===== src/rtl/if_fetch_stage_pkg.sv =====
// Shared widths, control encodings and FSM state type for the instruction-fetch stage.
package if_fetch_stage_pkg;

  localparam int unsigned ADDR_W  = 32;
  localparam int unsigned INST_W  = 32;
  localparam int unsigned STALL_W = 6;

  localparam logic STALL    = 1'b1;
  localparam logic NO_STALL = 1'b0;
  localparam logic JUMP     = 1'b1;
  localparam logic ENABLE   = 1'b1;

  localparam logic [ADDR_W-1:0] ZERO32 = '0;

  typedef enum logic [0:0] {
    StIdle,
    StWaitMem
  } fetch_state_e;

  function automatic logic [ADDR_W-1:0] word_align(input logic [ADDR_W-1:0] addr);
    return addr & ~32'h0000_0003;
  endfunction

endpackage


===== src/rtl/if_icache.sv =====
// Direct-mapped, one-word-per-line instruction cache: combinational lookup, synchronous fill,
// valid bits cleared only by reset.
module if_icache
  import if_fetch_stage_pkg::*;
#(
  parameter int unsigned ICACHE_IDX_W = 5
) (
  input  logic              clk_in,
  input  logic              rst_in,
  input  logic [ADDR_W-1:2] i_lookup_addr,
  output logic              o_hit,
  output logic [INST_W-1:0] o_data,
  input  logic              i_we,
  input  logic [ADDR_W-1:2] i_waddr,
  input  logic [INST_W-1:0] i_wdata
);

  localparam int unsigned Lines = 1 << ICACHE_IDX_W;
  localparam int unsigned TagW  = ADDR_W - ICACHE_IDX_W - 2;

  logic [Lines-1:0]  r_valid;
  logic [TagW-1:0]   r_tag  [Lines];
  logic [INST_W-1:0] r_data [Lines];

  logic [ICACHE_IDX_W-1:0] w_lk_idx;
  logic [TagW-1:0]         w_lk_tag;
  logic [ICACHE_IDX_W-1:0] w_wr_idx;
  logic [TagW-1:0]         w_wr_tag;

  assign w_lk_idx = i_lookup_addr[ICACHE_IDX_W+1:2];
  assign w_lk_tag = i_lookup_addr[ADDR_W-1:ICACHE_IDX_W+2];
  assign w_wr_idx = i_waddr[ICACHE_IDX_W+1:2];
  assign w_wr_tag = i_waddr[ADDR_W-1:ICACHE_IDX_W+2];

  assign o_hit  = r_valid[w_lk_idx] && (r_tag[w_lk_idx] == w_lk_tag);
  assign o_data = r_data[w_lk_idx];

  always_ff @(posedge clk_in or negedge rst_in) begin
    if (!rst_in) begin
      r_valid <= '0;
    end else if (i_we) begin
      r_valid[w_wr_idx] <= 1'b1;
    end
  end

  // Tag/data need no reset: they are never observed while the line is invalid.
  always_ff @(posedge clk_in) begin
    if (i_we) begin
      r_tag[w_wr_idx]  <= w_wr_tag;
      r_data[w_wr_idx] <= i_wdata;
    end
  end

endmodule


===== src/rtl/if_fetch_stage.sv =====
// Fetch stage: owns the PC, delivers one instruction per cycle on cache hit, fetches a word
// from memory on miss, and redirects on jump from EX.
module if_fetch_stage
  import if_fetch_stage_pkg::*;
#(
  parameter int unsigned       ICACHE_IDX_W = 5,
  parameter logic [ADDR_W-1:0] RESET_PC     = 32'h0
) (
  input  logic               clk_in,
  input  logic               rst_in,
  input  logic               rdy_in,
  input  logic [STALL_W-1:0] stall_in,
  input  logic               pcJump_in,
  input  logic [ADDR_W-1:0]  pcTarget_in,
  input  logic               memDone_in,
  input  logic [INST_W-1:0]  memData_in,
  output logic               memReq_out,
  output logic [ADDR_W-1:0]  memAddr_out,
  output logic               instE_out,
  output logic [ADDR_W-1:0]  pc_out,
  output logic [INST_W-1:0]  inst_out
);

  fetch_state_e      r_state, w_state_d;
  logic [ADDR_W-1:0] r_pc, w_pc_d;
  logic              r_mem_req, w_mem_req_d;
  logic [ADDR_W-1:0] r_mem_addr, w_mem_addr_d;
  logic              r_inst_e, w_inst_e_d;
  logic [ADDR_W-1:0] r_pc_out, w_pc_out_d;
  logic [INST_W-1:0] r_inst_out, w_inst_out_d;

  logic              w_hit;
  logic [INST_W-1:0] w_hit_data;
  logic              w_fill;
  logic              w_stall;
  logic              w_stall_unused;

  assign w_stall        = (stall_in[0] == STALL);
  assign w_stall_unused = ^stall_in[STALL_W-1:1];

  if_icache #(
    .ICACHE_IDX_W(ICACHE_IDX_W)
  ) u_icache (
    .clk_in       (clk_in),
    .rst_in       (rst_in),
    .i_lookup_addr(r_pc[ADDR_W-1:2]),
    .o_hit        (w_hit),
    .o_data       (w_hit_data),
    .i_we         (w_fill && rdy_in),
    .i_waddr      (r_mem_addr[ADDR_W-1:2]),
    .i_wdata      (memData_in)
  );

  always_ff @(posedge clk_in or negedge rst_in) begin
    if (!rst_in) begin
      r_state <= StIdle;
    end else if (rdy_in) begin
      r_state <= w_state_d;
    end
  end

  always_comb begin
    w_state_d = r_state;
    unique case (r_state)
      StIdle:    if ((pcJump_in != JUMP) && !w_stall && !w_hit) w_state_d = StWaitMem;
      StWaitMem: if (memDone_in) w_state_d = StIdle;
      default:   w_state_d = StIdle;
    endcase
  end

  always_comb begin
    w_pc_d       = r_pc;
    w_mem_req_d  = r_mem_req;
    w_mem_addr_d = r_mem_addr;
    w_inst_e_d   = 1'b0;
    w_pc_out_d   = r_pc_out;
    w_inst_out_d = r_inst_out;
    w_fill       = 1'b0;
    unique case (r_state)
      StIdle: begin
        if (pcJump_in == JUMP) begin
          w_pc_d = word_align(pcTarget_in);
        end else if (w_stall) begin
          w_pc_d = r_pc;
        end else if (w_hit) begin
          w_inst_e_d   = 1'b1;
          w_pc_out_d   = r_pc;
          w_inst_out_d = w_hit_data;
          w_pc_d       = r_pc + 32'd4;
        end else begin
          w_mem_req_d  = 1'b1;
          w_mem_addr_d = r_pc;
        end
      end
      StWaitMem: begin
        // A redirect never aborts the fetch; the returning word is still valid for its address.
        if (pcJump_in == JUMP) w_pc_d = word_align(pcTarget_in);
        if (memDone_in) begin
          w_fill      = 1'b1;
          w_mem_req_d = 1'b0;
        end
      end
      default: ;
    endcase
  end

  always_ff @(posedge clk_in or negedge rst_in) begin
    if (!rst_in) begin
      r_pc       <= RESET_PC;
      r_mem_req  <= 1'b0;
      r_mem_addr <= ZERO32;
      r_inst_e   <= 1'b0;
      r_pc_out   <= ZERO32;
      r_inst_out <= '0;
    end else if (rdy_in) begin
      r_pc       <= w_pc_d;
      r_mem_req  <= w_mem_req_d;
      r_mem_addr <= w_mem_addr_d;
      r_inst_e   <= w_inst_e_d;
      r_pc_out   <= w_pc_out_d;
      r_inst_out <= w_inst_out_d;
    end
  end

  assign memReq_out  = r_mem_req;
  assign memAddr_out = r_mem_addr;
  assign instE_out   = r_inst_e;
  assign pc_out      = r_pc_out;
  assign inst_out    = r_inst_out;

endmodule


===== config.mk =====
export PLATFORM = sky130hd
export DESIGN_NAME = if_fetch_stage
export DESIGN_NICKNAME = d
export VERILOG_FILES = /design/src/rtl/if_fetch_stage_pkg.sv /design/src/rtl/if_icache.sv /design/src/rtl/if_fetch_stage.sv
export SDC_FILE = /design/constraint.sdc
export NUM_CORES = 2
export LEC_CHECK = 0
export BUFFER_PORTS_ARGS = -buffer_cell sky130_fd_sc_hd__buf_2
export CAP_MARGIN = 20
export CORE_UTILIZATION = 42
export DETAILED_ROUTE_END_ITERATION = 7
export PLACE_DENSITY = 0.69
export SLEW_MARGIN = 5
export SYNTH_ARGS = -nofsm -noshare
export SYNTH_HDL_FRONTEND = slang
export SYNTH_HIERARCHICAL = 1
export SYNTH_SLANG_ARGS = --single-unit
export TNS_END_PERCENT = 30

===== constraint.sdc =====
create_clock -name clk_in -period 11.7 [get_ports clk_in]
set_clock_uncertainty 0.1 [all_clocks]
set_input_delay 1.17 -clock clk_in [delete_from_list [all_inputs] [get_ports clk_in]]
set_output_delay 1.17 -clock clk_in [all_outputs]
set_load 0.01 [all_outputs]

==> qor.tcl <==
set qor(timing.critical_path.fanout_max) 47
set qor(finalMaxSlewViolations) 0
set qor(synth_cell_type_count) 73
set qor(worst_slew_slack_as_a_fraction_of_its_limit_pct) 21.0
set qor(cts.repair_timing.setup_buffer_count) 0
set qor(cp_top_family) {compound AO/OA/AOI/OAI gates}
set qor(drive_above_1_share_pct) 27.7
set qor(startpoint_type) {flip-flop}
set qor(synth-seq-cells) 1981
set qor(floorplan.initialDensity_pct) 42.3
set qor(drtIter0Drc) 4896
set qor(num_io_pins) 173
set qor(timing.final.hold_violations) 0
set qor(cell_count_post_placement) 6068
set qor(finalWirelength_microns) 195000
set qor(final_cells) 6432
set qor(count_of_vias_placed_by_the_detailed_router) 38600
set qor(most_used_standard_cell_by_instance_count_after_synthesis) {sky130_fd_sc_hd__edfxtp_1}
set qor(crit_path_frequent_cell) {sky130_fd_sc_hd__buf_4}
set qor(run_status) {complete, no violations}
set qor(h_tree_levels) 4
set qor(tritoncts) {built}
set qor(cp_num_buf_inv) 2
set qor(ys_async_rst_share_pct) 7.93
set qor(fin_crit_ns) 7.17
set qor(total_nets_final) 3975
set qor(finish.utilization_pct) 47.9
set qor(synth_enable_flop_cells) 1824
set qor(power_per_cell_area_nw_per_um2) 196
set qor(clk-insertion-delay-late_ns) 0.82
set qor(globalRouteTotalUtil_pct) 21.0
set qor(synthesis.instances) 3639
set qor(ctsHoldBuffers) 0
set qor(clk_transition_reported_paths_ns) 0.06
set qor(cap_viol_max_count) 0
set qor(numCtsBuffers) 189
set qor(layout.filler_cells) 14500
set qor(vias_in_the_first_global_route) 37900
set qor(floorplan.die.height_microns) 429
set qor(holdCritPathClass) {primary input to asynchronous set/reset pin}
set qor(core.rowCount) 156
set qor(unrepaired_setup_endpoints_after_global_routing) {false}
set qor(critPathCaptureType) {flip-flop}
set qor(floorplan.core_area_sq_um) 181000
set qor(yosys_most_used_dff) {sky130_fd_sc_hd__edfxtp_1}
set qor(vdd_drop_max_mv) 0.119
set qor(setup-violations-final) 0
set qor(critical_path_arrival_ns) 7.74
set qor(grt_overflow_total) 0
set qor(timing.fmax_ghz) 0.139
set qor(portBuffers) 161
set qor(synth_sequential_area_ratio_pct) 76.6
set qor(design.die.area_sq_um) 184000
set qor(drc_errors) 0
set qor(post-dp-hpwl_microns) 99900
set qor(fp.dieW_microns) 429
set qor(ys_top_cells_by_count) {1824 x sky130_fd_sc_hd__edfxtp_1, 469 x sky130_fd_sc_hd__mux4_2, 324 x sky130_fd_sc_hd__nand2_1}
set qor(worstPathCellList) {buf_4 -> buf_4 -> mux4_2 -> mux2_2 -> a211oi_2 -> xnor2_1 -> a2111oi_2 -> nand4_1 -> nor4b_2 -> nor3b_1 -> o21a_1 -> o21ai_0 -> a32oi_1 -> o311ai_1}
set qor(syn-mean-instance-area_sq_um) 21.1
set qor(setup-tns-final_ns) 0
set qor(synth_warnings) 6
set qor(cts.repair.resized) 0
set qor(critPathKind) {flip-flop to flip-flop}
set qor(drt.antenna.violating_nets) 0
set qor(synthDominantCellAreaShare_pct) 71.4
set qor(grt_pass1_wl_microns) 277000
set qor(post-layout-total-power_w) 0.0170
set qor(grt_antenna_before_repair) 12
set qor(largest_net_degree_at_the_start_of_global_routing) 115
set qor(required_ns) 12.27
set qor(drt_pre_antenna_iters) 6
set qor(slowest_cp_cell) {sky130_fd_sc_hd__o21a_1}
set qor(max-clock-path-buffers) 3
set qor(root_driver) {sky130_fd_sc_hd__clkbuf_16}
set qor(yosysTopAreaCell) {sky130_fd_sc_hd__edfxtp_1}
set qor(route.detailed.wl_per_inst_microns) 30.3
set qor(place.gp.congestion) 0.813
set qor(cts_num_sinks) 1981
set qor(slowest_delay_ns) 0.85
set qor(worst_max_slew_pin_slew_ns) 1.19
set qor(syn-cell-area_sq_um) 76700
set qor(routed_via_density) 6.00
set qor(ratio_of_final_minimum_period_to_clock_period_pct) 61.3
set qor(static-leakage-power_nw) 28.7
set qor(flow.area_growth_from_synthesis_pct) 13.1
set qor(netlist_top_cells_area) {sky130_fd_sc_hd__edfxtp_1 71%, sky130_fd_sc_hd__mux4_2 14%, sky130_fd_sc_hd__dfrtp_1 5.1%, sky130_fd_sc_hd__nand2_1 1.6%, sky130_fd_sc_hd__mux2i_1 1.4%}
==> flip-flops by register name, summed over array words and instances (netlist names) <==
name and cells:
u_icache/r_data 1024, u_icache/r_valid 32, inst_out 32, instE_out 1, r_pc 30, r_state 1, memReq_out 1, pc_out 30
u_icache/r_tag 800, memAddr_out 30
==> kinds of logic (layout without fill, tap and decap cells) <==
logic type	count (synthesis)	after routing	share of synthesized area [%]
buf+inv	201	619	1.42
other cells	1	6	0.00489
xor+xnor	22	22	0.251
compound gates	205	205	1.83
simple gates	596	596	3.56
flops	1981	1981	76.6
fa+ha+maj	1	1	0.0163
mux	632	632	16.4
==> metrics by stage <==
step	hold slack (ns)	cell area, sq um	setup WS (ns)
final	0.221	86700	4.53
after global routing	0.231	86700	4.11
after CTS	0.195	86500	4.46
after detailed placement	0.349	80400	4.53
after global placement	0.345	80400	4.56
after floorplan	0.334	76700	6.40
==> routing by layer <==
metal / global-route usage [%] / share of wire (%)
met1: 29.2 / 40
met2: 33.9 / 49
met3: 4.30 / 9.2
met4: 5.07 / 2.1
met5: 0 / 0.051
==> cell usage in the layout (no fill, tap or decap), types with 18 or more instances in the layout <==
master,count
sky130_fd_sc_hd__dfrtp_1,152
sky130_fd_sc_hd__o21ai_0,26
sky130_fd_sc_hd__clkinv_1,29
sky130_fd_sc_hd__buf_2,160
sky130_fd_sc_hd__nor3_1,23
sky130_fd_sc_hd__a22oi_1,42
sky130_fd_sc_hd__nand4_1,24
sky130_fd_sc_hd__clkbuf_8,18
sky130_fd_sc_hd__nand3_1,41
sky130_fd_sc_hd__buf_4,82
sky130_fd_sc_hd__clkbuf_16,191
sky130_fd_sc_hd__nor2_4,33
sky130_fd_sc_hd__clkbuf_1,59
sky130_fd_sc_hd__mux2i_1,106
sky130_fd_sc_hd__edfxtp_1,1824
sky130_fd_sc_hd__nand2_1,324
sky130_fd_sc_hd__mux4_2,469
sky130_fd_sc_hd__o22ai_1,31
sky130_fd_sc_hd__or2_2,33
sky130_fd_sc_hd__clkinv_2,30
sky130_fd_sc_hd__a21oi_1,36
sky130_fd_sc_hd__mux2_2,31
sky130_fd_sc_hd__nor2_1,45
==> worst paths after layout <==
path	end	depth (start not counted)	slack, ns	start
worst max register to register	r_pc[31]$_DFFE_PN0P_	14	4.53	r_pc[2]$_DFFE_PN0P_
max in group asynchronous	r_pc[6]$_DFFE_PN0P_	2	9.94	rst_in
min in group clk_in	u_icache/r_valid[7]$_DFFE_PN0P_	1	0.36	u_icache/r_valid[7]$_DFFE_PN0P_
worst min-delay path	memAddr_out[9]$_DFFE_PN0P_	1	0.22	rst_in
worst max-delay path	r_pc[31]$_DFFE_PN0P_	14	4.53	r_pc[2]$_DFFE_PN0P_
worst min register to register	u_icache/r_valid[7]$_DFFE_PN0P_	1	0.36	u_icache/r_valid[7]$_DFFE_PN0P_
==> layout make-up <==
class / instances / area (sq um) / area share (%)
repair buffers: 258 / 1800 / 2.08
clock buffers: 267 / 5240 / 6.04
multi-input cells: 1460 / 17200 / 19.8
inverters: 9 / 41.3 / 0.0476
well taps: 2370 / 2970 / 3.42
flip-flops and latches: 1981 / 58700 / 67.7
clock inverters: 85 / 816 / 0.940
diodes: 2 / 5.00 / 0.00577
==> where the power goes <==
part / switching (W) / internal, W
logic: 0.00145 / 0.00106
clock network: 0.00262 / 0.00334
registers: 0.000327 / 0.00824
(Power assumes the default switching activity.)
